<file path="src/rtl/cam_capture_ov7670.sv">
// rtl/cam_capture_ov7670.sv - OV7670 RGB565 byte stream to RGB555 frame-buffer writes
// Crops to IMG_W x IMG_H, one write strobe per stored pixel, frame_done on VSYNC rise.
module cam_capture_ov7670 #(
  parameter int AW    = 13,
  parameter int DW    = 15,
  parameter int IMG_W = 80,
  parameter int IMG_H = 60
) (
  input  logic          clk,
  input  logic          rst,
  input  logic          cap_en,
  input  logic          vsync,
  input  logic          href,
  input  logic [7:0]    px_data,
  output logic [AW-1:0] mem_addr,
  output logic [DW-1:0] mem_data,
  output logic          mem_wr,
  output logic          frame_done,
  output logic          busy
);

  localparam int CW = $clog2(IMG_W + 1);
  localparam int RW = $clog2(IMG_H + 1);
  localparam logic [CW-1:0] COL_MAX   = CW'(IMG_W);
  localparam logic [RW-1:0] ROW_MAX   = RW'(IMG_H);
  localparam logic [AW-1:0] LINE_STEP = AW'(IMG_W);

  typedef enum logic {WAIT_VS, CAPTURE} state_t;

  state_t        state_q, state_d;
  logic          vsync_q, href_q;
  logic          phase_q, phase_d;
  logic [7:0]    hi_q, hi_d;
  logic [CW-1:0] col_q, col_d;
  logic [RW-1:0] row_q, row_d;
  logic [AW-1:0] line_base_q, line_base_d;
  logic [AW-1:0] mem_addr_q, mem_addr_d;
  logic [DW-1:0] mem_data_q, mem_data_d;
  logic          mem_wr_q, mem_wr_d;
  logic          frame_done_q, frame_done_d;
  logic          busy_q, busy_d;

  logic          vs_fall, vs_rise, href_fall;
  logic [5:0]    g6;

  assign vs_fall   = vsync_q & ~vsync;
  assign vs_rise   = ~vsync_q & vsync;
  assign href_fall = href_q & ~href;
  // Six-bit green; its LSB is dropped by the shift below.
  assign g6        = {hi_q[2:0], px_data[7:5]};

  always_comb begin
    state_d      = state_q;
    phase_d      = phase_q;
    hi_d         = hi_q;
    col_d        = col_q;
    row_d        = row_q;
    line_base_d  = line_base_q;
    mem_addr_d   = mem_addr_q;
    mem_data_d   = mem_data_q;
    mem_wr_d     = 1'b0;
    frame_done_d = 1'b0;
    busy_d       = busy_q;
    case (state_q)
      WAIT_VS: begin
        if (vs_fall && cap_en) begin
          state_d     = CAPTURE;
          busy_d      = 1'b1;
          row_d       = '0;
          col_d       = '0;
          line_base_d = '0;
          phase_d     = 1'b0;
        end
      end
      CAPTURE: begin
        // Frame end wins over a coincident line end and drops any half pixel.
        if (vs_rise) begin
          state_d      = WAIT_VS;
          busy_d       = 1'b0;
          frame_done_d = 1'b1;
        end else if (href_fall) begin
          col_d   = '0;
          phase_d = 1'b0;
          if (row_q < ROW_MAX) begin
            row_d       = row_q + RW'(1);
            line_base_d = line_base_q + LINE_STEP;
          end
        end else if (href) begin
          if (!phase_q) begin
            hi_d    = px_data;
            phase_d = 1'b1;
          end else begin
            phase_d = 1'b0;
            if (row_q < ROW_MAX && col_q < COL_MAX) begin
              mem_wr_d   = 1'b1;
              mem_addr_d = line_base_q + AW'(col_q);
              mem_data_d = DW'({hi_q[7:3], 5'(g6 >> 1), px_data[4:0]});
            end
            if (col_q < COL_MAX) col_d = col_q + CW'(1);
          end
        end
      end
      default: state_d = WAIT_VS;
    endcase
  end

  always_ff @(posedge clk or negedge rst) begin
    if (!rst) begin
      state_q      <= WAIT_VS;
      vsync_q      <= 1'b0;
      href_q       <= 1'b0;
      phase_q      <= 1'b0;
      hi_q         <= '0;
      col_q        <= '0;
      row_q        <= '0;
      line_base_q  <= '0;
      mem_addr_q   <= '0;
      mem_data_q   <= '0;
      mem_wr_q     <= 1'b0;
      frame_done_q <= 1'b0;
      busy_q       <= 1'b0;
    end else begin
      state_q      <= state_d;
      vsync_q      <= vsync;
      href_q       <= href;
      phase_q      <= phase_d;
      hi_q         <= hi_d;
      col_q        <= col_d;
      row_q        <= row_d;
      line_base_q  <= line_base_d;
      mem_addr_q   <= mem_addr_d;
      mem_data_q   <= mem_data_d;
      mem_wr_q     <= mem_wr_d;
      frame_done_q <= frame_done_d;
      busy_q       <= busy_d;
    end
  end

  assign mem_addr   = mem_addr_q;
  assign mem_data   = mem_data_q;
  assign mem_wr     = mem_wr_q;
  assign frame_done = frame_done_q;
  assign busy       = busy_q;

endmodule
</file>
<file path="config.mk">
export PLATFORM = sky130hd
export DESIGN_NAME = cam_capture_ov7670
export DESIGN_NICKNAME = d
export VERILOG_FILES = /design/src/rtl/cam_capture_ov7670.sv
export SDC_FILE = /design/constraint.sdc
export NUM_CORES = 1
export LEC_CHECK = 0
export BUFFER_PORTS_ARGS = -buffer_cell sky130_fd_sc_hd__buf_4
export CELL_PAD_IN_SITES_DETAIL_PLACEMENT = 1
export CELL_PAD_IN_SITES_GLOBAL_PLACEMENT = 2
export CORE_ASPECT_RATIO = 1.5
export CORE_UTILIZATION = 37
export CTS_CLUSTER_DIAMETER = 120
export DETAILED_ROUTE_END_ITERATION = 8
export PLACE_DENSITY = 0.76
export SYNTH_ARGS = -nofsm -noshare
export SYNTH_HDL_FRONTEND = slang
export SYNTH_SLANG_ARGS = --single-unit
</file>
<file path="constraint.sdc">
create_clock -name clk -period 2 [get_ports clk]
set_input_delay 0.4 -clock clk [delete_from_list [all_inputs] [get_ports clk]]
set_output_delay 0.4 -clock clk [all_outputs]
set_load 0.01 [all_outputs]
</file>
**Yosys cells after proc, flatten, opt, wreduce, memory -nomap -nowiden**

Cells that the tools add are included.

- Output and inout bits: 31
- Bits of input ports: 13
- Bits in registers: 69
- Word-level logic and storage cells: 82

- Reductions and logical operators: 8
- Add/sub/neg operators: 4
- Multiplexer cells: 37
- Bitwise gates (word level): 10
- Eq/ne operators: 8
- Order comparisons: 2

Operators by type and width:

| cell | number |
|---|---|
| $mux 13 | 4 |
| $mux 7 | 6 |
| $pmux 13 s2 | 1 |
| $mux 6 | 4 |
| $mux 1 | 17 |
| $pmux 7 s2 | 1 |
| $add 13x7->13 | 1 |
| $add 13x7->13 const B | 1 |
| $pmux 6 s2 | 1 |
| $reduce_and 5->1 | 2 |
| $add 7x1->7 const B | 1 |
| $lt 7x7->1 const B | 1 |
| $not 1->1 | 7 |
| $add 6x1->6 const B | 1 |
| $lt 6x6->1 const B | 1 |
| $ne 2x1->1 const B | 3 |
| $ne 3x1->1 const B | 2 |
| $pmux 1 s2 | 3 |
| $reduce_and 6->1 | 1 |
| $ne 2x2->1 const B | 2 |
| $reduce_and 4->1 | 1 |
| $and 1x1->1 | 3 |
| $ne 3x2->1 const B | 1 |
| $reduce_and 3->1 | 1 |
| other kinds (2) | 3 |

**Depth between registers and ports, before layout**

- Word-level depth: 8
- Depth in mapped cells: 7
- Gate-level depth less buffers: 6

**Worst setup path before layout**

OpenSTA, ideal clock, no wires.

- Kind: register -> register
- Start: register col_q[4]
- End: register mem_addr_q[0], in the netlist mem_addr[0]
- Period minus slack after synthesis: 1.774 ns
- Path slack: 0.226 ns
- Setup time: 0.125 ns
- Path buffers: 1
- Data arrival time: 1.649 ns
- Data required time: 1.875 ns
- Cell stages (with the launch flop): 6
- Path through: dfrtp_1 -> o21ai_0 -> nand2_1 -> nor3_4 -> buf_4 -> mux2_2

- Longest elaborated chain between the ends: 3

RTL lines:

| item | RTL line | source |
|---|---|---|
| from (decl) | 34 | `logic [CW-1:0] col_q, col_d;` |
| from (signal assigned) | 128 | `col_q <= col_d;` |
| $lt 7x7->1 | 94 | `if (row_q < ROW_MAX && col_q < COL_MAX) begin` |
| $logic_and 1x1->1 | 94 |  |
| $reduce_and 6->1 (no source line) | - |  |
| to (signal assigned) | 131 | `mem_addr_q <= mem_addr_d;` |
| to (decl) | 37 | `logic [AW-1:0] mem_addr_q, mem_addr_d;` |

No other way between the ends.
A chain may end at the register's enable or synchronous reset.

**Final worst setup path**

- Start: register state_q
- End: register row_q[5]

- Longest elaborated chain between the ends: 3
- Elaborated cells on any way between the ends: 7
- Those cells by class: eq/ne (4); mux (1); bitwise (1); reduce/logical (1)

RTL lines:

| item | RTL line | source |
|---|---|---|
| from (decl) | 30 | `state_t state_q, state_d;` |
| from (signal assigned) | 123 | `state_q <= state_d;` |
| $not 1->1 | - |  |
| $ne 2x2->1 (no source line) | - |  |
| $reduce_and 4->1 (no source line) | - |  |
| to (signal assigned) | 129 | `row_q <= row_d;` |
| to (decl) | 35 | `logic [RW-1:0] row_q, row_d;` |

Parallel ways exist; a longest one is shown, timed or not.

==> reports/summary.json <==
{
  "run_status": {
    "run_status": "finished clean"
  },
  "die": {
    "initial_utilization_pct": 38.1,
    "placementRows": 39,
    "design.core.area_um2": 7610,
    "design.die.area_um2": 8200,
    "pin_count": 44,
    "die_x_um": 74.3,
    "chipHeight_um": 110
  },
  "routing": {
    "drt.antenna.violating_nets": 0,
    "vias": 2042,
    "finalWirelength_um": 6060,
    "routed_wire_length_per_instance_um": 14.8,
    "drt_pass1_iterations": 4,
    "drtIter0Drc": 70,
    "drt-vias-per-instance": 4.98,
    "post-route-drc-count": 0
  },
  "worst_setup_path": {
    "worst_r2r_path_depth": 5,
    "start_kind": "register",
    "worst-path-max-fanout": 12,
    "cp_cell_sequence": "and4bb_4, a31oi_2, nor3_1, a31oi_1, nor2_1",
    "regToRegStartpoint": "state_q",
    "critPathSlowestCell": "a31oi_2",
    "critical_path.endpoint": "row_q[5]",
    "critical_path.endpoint_type": "register",
    "critical_path.max_stage_delay_ns": 0.51,
    "critPathLaunch": "state_q",
    "worst-r2r-setup-slack_ns": 0.17,
    "required_ns": 2.21,
    "critical_path_arrival_ns": 2.04,
    "crit_type": "reg -> reg",
    "crit-reg2reg-capture": "row_q[5]"
  },
  "timing": {
    "finalMaxSlewViolations": 0,
    "slew_headroom_pct": 55.9,
    "rsz0062_at_grt": "false",
    "setup-tns-final_ns": 0,
    "hold_viol": 0,
    "period_minus_slack_ns": 1.83,
    "fin_worst_skew_ns": 0.00633,
    "worst_slew_pin_slew_ns": 0.657,
    "finish_stage_setup_viols": 0,
    "fin_crit_sh_pct": 91.6,
    "max_freq_mhz": 546
  },
  "grt": {
    "global_route_wire_length_before_repair_um": 10500,
    "gr-usage-met1_pct": 21.2,
    "met2_resource_use_gr_pct": 28.2,
    "grtUsageTotal_pct": 17.5,
    "grt-busiest-layer": "met2",
    "grt_use_met3_pct": 4.45,
    "grt_start_max_net_pins": 39,
    "antenna_found_initial": 0,
    "grt_overflow": 0,
    "first_global_vias": 2167
  },
  "synth": {
    "net_count_of_the_mapped_netlist": 269,
    "ys_ff_latch": 65,
    "synth_area_per_cell_um2": 11.6,
    "synth.area.top_cells": "dfrtp_1 (56%), mux2_2 (11%), xnor2_1 (7.0%)",
    "yosysMostFrequentCell": "dfrtp_1",
    "mappedNetlistArea_um2": 2900,
    "synthesis.yosys.warnings": 0,
    "post-synth-top-area-cell": "dfrtp_1",
    "list_of_most_frequent_post_synthesis_cells": "dfrtp_1 (65), nor2_1 (32), mux2_2 (28), xnor2_1 (23), nand2_1 (13)",
    "synth_largest_type_area_fraction_pct": 56.1,
    "synth_top_flop_cell": "dfrtp_1",
    "synth_enable_flop_cells": 0,
    "postSynthCellCount": 249,
    "async_flop_share_pct": 100,
    "synth-seq-area-share_pct": 56.1,
    "netlist-cell-type-count": 38
  },
  "finish": {
    "nFillCells": 868,
    "insertedDiodeCount": 0,
    "multi_input_area_um2": 1210,
    "finalNonFillerCells": 410,
    "final_net_count": 323,
    "areaGrowthSynthToFinish_pct": 27.0,
    "final_cell_area_um2": 3680,
    "final-seq-area_um2": 1630,
    "layout_cell_share_with_drive_strength_beyond_1_pct": 32.1
  },
  "clock_tree": {
    "post-cts-setup-buffers": 0,
    "cts_max_path_buffers": 2,
    "clk-insertion-delay-late_ns": 0.33,
    "cts.clk_slew.worst_paths_ns": 0.05,
    "cts_tree": "yes",
    "ctsHtreeMaxLevel": 3,
    "cts_root_buf": "clkbuf_16",
    "cts_num_sinks": 65,
    "numCtsBuffers": 9
  },
  "placement": {
    "portBuffers": 43,
    "detailedPlacementHpwl_um": 4340,
    "place_inst": 393,
    "post_dp_cell_area_um2": 3380,
    "gpl.final_weighted_congestion": 0.738
  },
  "flow_run": {
    "drv.max_cap_violation_count": 0
  },
  "min_path": {
    "hold_path_depth": 1,
    "min_path_type": "in -> reg"
  },
  "power_and_ir_drop": {
    "irDropWorstVdd_v": 0.000715,
    "power_leakage_nw": 1.65,
    "power_per_cell_area_nw_per_um2": 1320
  }
}
final cells by class:
type	count	share of cell area [%]
Clock buffer	13	6.80
Clock inverter	3	1.09
Inverter	3	0.306
Multi-Input combinational cell	172	32.8
Sequential cell	65	44.2
Tap cell	102	3.47
Timing Repair Buffer	52	11.4
where the power goes:
group	switching, mW	internal (mW)
logic	0.557	0.732
clock network	0.535	0.994
registers	0.308	1.75
cells in the final DEF (no fill, tap or decap), drive strengths merged, types with 3 or more instances in the layout:
cell,Yosys,routed
dfrtp,65,65
buf,5,51
nor2,33,33
mux2,28,28
xnor2,23,23
nand2,13,13
clkbuf,4,13
a21oi,12,12
o21ai,10,10
nor3,10,10
nor4,7,7
ha,7,7
nand3,4,4
inv,3,3
nand4,3,3
a31oi,3,3
sequential cells by signal (all words and copies together) (netlist names):
signal       count
busy             1
frame_done       1
vsync_q          1
row_q            6
href_q           1
mem_data        15
mem_addr        13
hi_q             8
phase_q          1
line_base_q      9
col_q            7
state_q          1
mem_wr           1
what timing repair did:
action                                 in CTS  in global routing
setup endpoints to repair                   0                  3
resized for setup                           0                  1
hold buffers                                1                  0
endpoints found under the hold margin       1                  0
how the worst min path moves through the flow:
stage	from	slack, ns	to
after floorplan	rst	0.10	busy
after global placement	rst	0.36	mem_addr[9]
after detailed placement	rst	0.35	mem_addr[10]
after CTS	vsync	0.19	vsync_q
after global routing	vsync	0.20	vsync_q
final	vsync	0.20	vsync_q
per-stage QoR:
step / util, % / total power [mW] / worst slack (ns) / hold slack [ns]
final: 48.4 / 4.88 / 0.168 / 0.200
after global placement: 44.3 / 3.35 / 0.0993 / 0.356
after global routing: 48.4 / 5.18 / 0.0109 / 0.198
after detailed placement: 44.3 / 3.40 / 0.0663 / 0.353
after CTS: 48.3 / 4.97 / 0.0581 / 0.191
after floorplan: - / 2.72 / 0.226 / 0.104
critical path, delay by kind of cell, from the launching register on:
kind,cells,cell delay (ns)
AND/OR/NAND/NOR,3,0.49
flip-flops,1,0.50
AO/OA/AOI/OAI,2,0.71
per-layer routing:
layer  wire length [um]  share of wire (%)
met5                  0                  0
met4                148                2.4
met3                228                3.8
met2               3240                 53
met1               2440                 40
kinds of logic after synthesis:
logic type / after synthesis / share of synthesized area (%)
and+or+nand+nor: 82 / 14.2
other: 1 / 0.129
AOI/OAI and AO/OA: 30 / 6.04
xor gates and xnor gates: 24 / 7.25
DFF: 65 / 56.1
buffers and inverters: 12 / 2.37
adders and majority gates: 7 / 3.02
muxes: 28 / 10.9
(Power assumes the default switching activity.)
